--- config.mk ---
export PLATFORM = sky130hd
export DESIGN_NAME = uart_cmd_ctrl
export DESIGN_NICKNAME = d
export VERILOG_FILES = /design/src/rtl/uart_cmd_ctrl.sv
export SDC_FILE = /design/constraint.sdc
export NUM_CORES = 1
export LEC_CHECK = 0
export BUFFER_PORTS_ARGS = -buffer_cell sky130_fd_sc_hd__buf_2
export CORE_AREA = 2 2 83 85
export CTS_CLUSTER_SIZE = 12
export DETAILED_ROUTE_END_ITERATION = 10
export DIE_AREA = 0 0 85 87
export GPL_TIMING_DRIVEN = 0
export PLACE_DENSITY_LB_ADDON = 0.05
export SLEW_MARGIN = 20
export SYNTH_ARGS = -nofsm -noshare
export SYNTH_HDL_FRONTEND = slang
export SYNTH_SLANG_ARGS = --single-unit
--- constraint.sdc ---
create_clock -name CLK -period 3.7 [get_ports CLK]
set_input_delay 0.37 -clock CLK [delete_from_list [all_inputs] [get_ports CLK]]
set_output_delay 0.37 -clock CLK [all_outputs]
set_load 0.1 [all_outputs]
--- src/rtl/uart_cmd_ctrl.sv ---
// ASCII command sequencer: "S<a><hh>" writes a 16x8 register bank, "G<a>" replies "<hh>\n".
// Optional write acknowledge "K\n" enabled by defining UART_CMD_ACK_EN.
module uart_cmd_ctrl #(
  parameter int unsigned TIMEOUT_CYCLES = 10416,
  parameter int unsigned CNT_W          = 14
) (
  input  logic       CLK,
  input  logic       RST,
  input  logic [7:0] rx_data,
  input  logic       rx_valid,
  output logic [7:0] tx_data,
  output logic       tx_start,
  input  logic       tx_busy,
  output logic [3:0] reg_addr,
  output logic [7:0] reg_wdata,
  output logic       reg_wr,
  input  logic [7:0] reg_rdata,
  output logic       cmd_busy,
  output logic       cmd_err
);

  localparam logic [7:0] CH_S  = 8'h53;
  localparam logic [7:0] CH_G  = 8'h47;
  localparam logic [7:0] CH_K  = 8'h4B;
  localparam logic [7:0] CH_LF = 8'h0A;
  localparam logic [7:0] CH_CR = 8'h0D;

  typedef enum logic [3:0] {
    IDLE, W_ADDR, W_DHI, W_DLO, WRITE, R_ADDR, READ, TX_HI, TX_LO, TX_NL, TX_WAIT
  } state_t;

  function automatic logic is_hex(input logic [7:0] b);
    return (b >= 8'h30 && b <= 8'h39) || (b >= 8'h41 && b <= 8'h46) ||
           (b >= 8'h61 && b <= 8'h66);
  endfunction

  function automatic logic [3:0] hex_val(input logic [7:0] b);
    if (b <= 8'h39)      return 4'(b - 8'h30);
    else if (b >= 8'h61) return 4'(b - 8'h57);
    else                 return 4'(b - 8'h37);
  endfunction

  function automatic logic [7:0] hex_chr(input logic [3:0] n);
    return (n < 4'd10) ? (8'h30 + {4'h0, n}) : (8'h37 + {4'h0, n});
  endfunction

  state_t           r_state, w_state_nxt;
  state_t           r_ret, w_ret_nxt;
  logic [CNT_W-1:0] r_cnt;
  logic [7:0]       r_reply, w_reply_nxt;
  logic             r_ack, w_ack_nxt;
  logic [7:0]       r_tx_data, w_tx_data_nxt;
  logic             r_tx_start, w_tx_start_nxt;
  logic [3:0]       r_reg_addr, w_addr_nxt;
  logic [7:0]       r_reg_wdata, w_wdata_nxt;
  logic             r_reg_wr, w_wr_nxt;
  logic             r_cmd_busy;
  logic             r_cmd_err, w_err_nxt;
  logic             w_cnt_run;
  logic             w_timeout;

  assign tx_data   = r_tx_data;
  assign tx_start  = r_tx_start;
  assign reg_addr  = r_reg_addr;
  assign reg_wdata = r_reg_wdata;
  assign reg_wr    = r_reg_wr;
  assign cmd_busy  = r_cmd_busy;
  assign cmd_err   = r_cmd_err;

  // Inter-character timeout only runs while a frame is partially received
  assign w_cnt_run = (r_state == W_ADDR) || (r_state == W_DHI) ||
                     (r_state == W_DLO)  || (r_state == R_ADDR);
  assign w_timeout = w_cnt_run && !rx_valid && (r_cnt == CNT_W'(TIMEOUT_CYCLES));

  always_ff @(posedge CLK) begin
    if (RST || rx_valid || !w_cnt_run) begin
      r_cnt <= '0;
    end else if (r_cnt != CNT_W'(TIMEOUT_CYCLES)) begin
      r_cnt <= r_cnt + CNT_W'(1);
    end
  end

  always_ff @(posedge CLK) begin
    if (RST) begin
      r_state     <= IDLE;
      r_ret       <= IDLE;
      r_reply     <= '0;
      r_ack       <= 1'b0;
      r_tx_data   <= '0;
      r_tx_start  <= 1'b0;
      r_reg_addr  <= '0;
      r_reg_wdata <= '0;
      r_reg_wr    <= 1'b0;
      r_cmd_busy  <= 1'b0;
      r_cmd_err   <= 1'b0;
    end else begin
      r_state     <= w_state_nxt;
      r_ret       <= w_ret_nxt;
      r_reply     <= w_reply_nxt;
      r_ack       <= w_ack_nxt;
      r_tx_data   <= w_tx_data_nxt;
      r_tx_start  <= w_tx_start_nxt;
      r_reg_addr  <= w_addr_nxt;
      r_reg_wdata <= w_wdata_nxt;
      r_reg_wr    <= w_wr_nxt;
      r_cmd_busy  <= (w_state_nxt != IDLE);
      r_cmd_err   <= w_err_nxt;
    end
  end

  always_comb begin
    w_state_nxt    = r_state;
    w_ret_nxt      = r_ret;
    w_reply_nxt    = r_reply;
    w_ack_nxt      = r_ack;
    w_tx_data_nxt  = r_tx_data;
    w_tx_start_nxt = 1'b0;
    w_addr_nxt     = r_reg_addr;
    w_wdata_nxt    = r_reg_wdata;
    w_wr_nxt       = 1'b0;
    w_err_nxt      = 1'b0;

    if (w_timeout) begin
      w_err_nxt   = 1'b1;
      w_state_nxt = IDLE;
    end else begin
      case (r_state)
        IDLE: begin
          if (rx_valid) begin
            if (rx_data == CH_S)                          w_state_nxt = W_ADDR;
            else if (rx_data == CH_G)                     w_state_nxt = R_ADDR;
            else if (rx_data != CH_LF && rx_data != CH_CR) w_err_nxt  = 1'b1;
          end
        end
        W_ADDR, R_ADDR: begin
          if (rx_valid) begin
            if (is_hex(rx_data)) begin
              w_addr_nxt  = hex_val(rx_data);
              w_state_nxt = (r_state == W_ADDR) ? W_DHI : READ;
            end else begin
              w_err_nxt   = 1'b1;
              w_state_nxt = IDLE;
            end
          end
        end
        W_DHI: begin
          if (rx_valid) begin
            if (is_hex(rx_data)) begin
              w_wdata_nxt = {hex_val(rx_data), r_reg_wdata[3:0]};
              w_state_nxt = W_DLO;
            end else begin
              w_err_nxt   = 1'b1;
              w_state_nxt = IDLE;
            end
          end
        end
        W_DLO: begin
          if (rx_valid) begin
            if (is_hex(rx_data)) begin
              w_wdata_nxt = {r_reg_wdata[7:4], hex_val(rx_data)};
              w_wr_nxt    = 1'b1;
              w_state_nxt = WRITE;
            end else begin
              w_err_nxt   = 1'b1;
              w_state_nxt = IDLE;
            end
          end
        end
        WRITE: begin
`ifdef UART_CMD_ACK_EN
          w_ack_nxt   = 1'b1;
          w_state_nxt = TX_HI;
`else
          w_state_nxt = IDLE;
`endif
        end
        READ: begin
          w_err_nxt   = rx_valid;
          w_reply_nxt = reg_rdata;
          w_ack_nxt   = 1'b0;
          w_state_nxt = TX_HI;
        end
        TX_HI, TX_LO, TX_NL: begin
          w_err_nxt = rx_valid;
          if (!tx_busy) begin
            w_tx_start_nxt = 1'b1;
            w_state_nxt    = TX_WAIT;
            if (r_state == TX_HI) begin
              w_tx_data_nxt = r_ack ? CH_K : hex_chr(r_reply[7:4]);
              w_ret_nxt     = r_ack ? TX_NL : TX_LO;
            end else if (r_state == TX_LO) begin
              w_tx_data_nxt = hex_chr(r_reply[3:0]);
              w_ret_nxt     = TX_NL;
            end else begin
              w_tx_data_nxt = CH_LF;
              w_ret_nxt     = IDLE;
            end
          end
        end
        TX_WAIT: begin
          // tx_busy may lag tx_start by a cycle, so the start cycle itself is not trusted
          w_err_nxt = rx_valid;
          if (!r_tx_start && !tx_busy) w_state_nxt = r_ret;
        end
        default: w_state_nxt = IDLE;
      endcase
    end
  end

endmodule

==> metrics.md <==
| Metric | Value |
|---|---|
| Outcome | `completed` |
| Max Slew Vio Count | `0` |
| Synthesized area per cell | `8.25 sq um` |
| Synth Area in XOR/XNOR | `5.27%` |
| Largest family of logic cells by synthesized area | `simple AND/OR/NAND/NOR gates` |
| Reg2Reg Depth | `6` |
| Post-DP HPWL | `4.87 mm` |
| Min-Delay Path Class | `in2reg` |
| Layout cells sized above 1 | `18.3%` |
| LEAKAGE | `1.25 nW` |
| Total track usage | `18.2%` |
| Syn_nets | `370` |
| Tmin final | `1.96 ns` |
| GRT overflow | `0` |
| Vias in the first global route | `2372` |
| Number of synthesized flops with an enable pin | `0` |
| Antenna diodes | `0` |
| Hold slack | `0.280 ns` |
| Drt drc | `0` |
| Most frequent cells after synthesis | `dfxtp_1, nor2_1, a21oi_1, nand2_1, inv_1` |
| Initial antenna violation count | `0` |
| Clock skew | `0.00499 ns` |
| Routability-driven placement congestion ratio | `0.799` |
| Critical path class | `in2reg` |
| Hold Crit Depth | `3` |
| Worst Setup End Kind | `flop` |
| Post-synth cell types | `62` |
| Synth area leader | `dfxtp_1` |
| PD cells | `306 nW/um^2` |
| Synth area leaders | `dfxtp_1, nor2_1, a21oi_1` |
| Largest net degree at the start of global routing | `19` |
| Clock Latency Late Sink | `0.31 ns` |
| Fin crit share | `53.0%` |
| Mux cell area share after synthesis | `2.93%` |
| Initial drt markers | `100` |
| Post-synth top area share | `36.2%` |
| Worst-path fanout max | `7` |
| Router iterations before antenna repair | `4` |
| Postcts setup bufs | `0` |
| IO Pins | `44` |
| CTS tree | `done` |
| Area Growth Syn to Fin | `13.7%` |
| Post-Synth Simple-Gate Area | `27.1%` |
| RR Endpoint | `r_reply[0]` |
| Cell Area, Synth | `2820 sq um` |
| Primary FF master, synth | `dfxtp_1` |
| Routed wire length | `6.35 mm` |
| TritonCTS Sinks | `51` |
| Maxcap violations | `0` |
| Clock-pin slew on the worst setup and hold paths | `0.10 ns` |
| Post-Synth Adder-Cell Area | `3.55%` |
| #FFs+latches synth | `51` |
| Die width | `85 microns` |
| Starting Density | `43.0%` |
| Worst hold start | `reg_rdata[0]` |
| Final Hold Fails | `0` |
| DR WL/cell | `13.6 microns` |
| Root buffer cell | `clkbuf_8` |
| Critical Path Source Type | `primary input` |
| Post-DRT Antenna Nets | `0` |
| Unrepaired setup endpoints after global routing | `false` |
| Tightest Pin Transition | `0.611 ns` |
| Max Buffers Root-to-Sink | `2` |
| Worst r2r src | `r_state[1]` |
| Crit path DAT | `2.19 ns` |
| CTS buffer count | `5` |
| # nets final | `415` |
| Core ar. | `6570 sq um` |
| Post_cts resized | `0` |
| Die span in y | `87 microns` |
| Hold endpoint | `r_reply[0]` |
| H-tree depth | `2` |
| CP required | `3.93 ns` |
| Vias per std cell | `5.35` |
| Fmax | `510 MHz` |
| FFs w/ async S/R, synth | `0%` |
| Slew HR | `59.0%` |
| VDD IR max | `0.000158 V` |
| Die footprint | `7400 sq um` |
| Hold buffers post-CTS | `0` |
| Synth Warn # | `0` |
| Mapped Cells | `342` |
| Sequential share of the synthesized area | `36.2%` |
| Core Rows | `30` |
| Vias | `2505` |
| Flop2flop setup slack | `1.87 ns` |
| Setup tns final | `0 ns` |
| Final setup fails | `0` |
| Synth Area in Compound Gates | `18.1%` |
| Port buffer count | `38` |
| First-pass GRT wire length | `11.1 mm` |
==> worst max-delay path, cell delays in order <==
cell and delay [ns]:
buf_2 0.14, inv_1 0.07, ha_1 0.23, nor4b_2 0.18, nor4_4 0.37, nand3_1 0.34
o2111a_1 0.27, a41oi_1 0.22
==> cell type report <==
class                           count  area [sq um]
Tap cell                           80           100
Clock buffer                        5          68.8
Sequential cell                    51          1020
Timing Repair Buffer               38           190
Fill cell                         697          3360
Buffer                             18           130
Inverter                           16          60.1
Clock inverter                      3          27.5
Multi-Input combinational cell    257          1610
==> metrics by stage <==
step | total power, mW | std cells | area [sq um] | setup slack (ns) | utilization (%)
global placement | 0.644 | 460 | 3110 | 1.42 | 47.4
global route | 1.02 | 468 | 3210 | 1.56 | 48.9
floorplan | 0.619 | 342 | 2820 | 1.91 | -
detailed placement | 0.644 | 460 | 3110 | 1.41 | 47.4
finish | 0.981 | 468 | 3210 | 1.74 | 48.9
CTS | 0.993 | 468 | 3210 | 1.72 | 48.9
==> state kept, by name (all words and copies together) (netlist names), 2 cells and up <==
register,flops
r_cnt,14
r_reply,8
reg_wdata,8
tx_data,7
r_state,4
reg_addr,4
r_ret,2
==> how the worst max path moves through the flow <==
stage / from / to / slack, ns
2_1_floorplan: rx_data[0] / cmd_err / 1.91
3_3_place_gp: rx_data[0] / cmd_busy / 1.42
3_5_place_dp: rx_data[0] / cmd_busy / 1.41
4_1_cts: rx_data[0] / cmd_busy / 1.72
5_1_grt: rx_data[0] / cmd_busy / 1.56
6_report: rx_data[0] / cmd_busy / 1.74
==> cells in the final DEF, fill, tap and decap left out, types with 4 or more instances in the layout <==
cell type,Yosys,routed
buf_2,2,40
clkbuf_8,0,5
nand4_1,5,5
xor2_1,5,5
nor3b_1,5,5
buf_6,6,6
clkbuf_1,6,6
nor2_1,51,51
a21boi_0,4,4
buf_4,4,4
o21ai_0,12,12
nor3_1,13,13
mux2i_1,6,6
nor2b_1,4,4
nand2b_1,7,7
ha_1,8,8
xnor2_1,12,12
o21bai_1,4,4
inv_1,16,16
nand3_1,11,11
a21oi_1,26,26
dfxtp_1,51,51
nand2_1,26,26
==> cells by family (layout without fill, tap and decap cells) <==
kind of cell | after synthesis | after routing
compound gates | 77 | 77
xor+xnor | 17 | 17
fa+ha+maj | 8 | 8
buf+inv | 34 | 80
flops | 51 | 51
mux | 8 | 8
other cells | 1 | 1
simple gates | 146 | 146
==> power breakdown <==
part | leakage, nW | internal, mW | switching (mW)
sequential | 0.411 | 0.549 | 0.000206
combinational | 0.793 | 0.0307 | 0.0506
clock | 0.0467 | 0.141 | 0.209
total | 1.25 | 0.721 | 0.260
==> per-layer routing <==
layer | track usage (%) | share of wire, %
met1 | 24.4 | 48
met2 | 30.7 | 47
met3 | 3.03 | 3.6
met4 | 4.04 | 1.1
met5 | 0 | 0
Note: power is estimated with default switching activity, not from simulation.
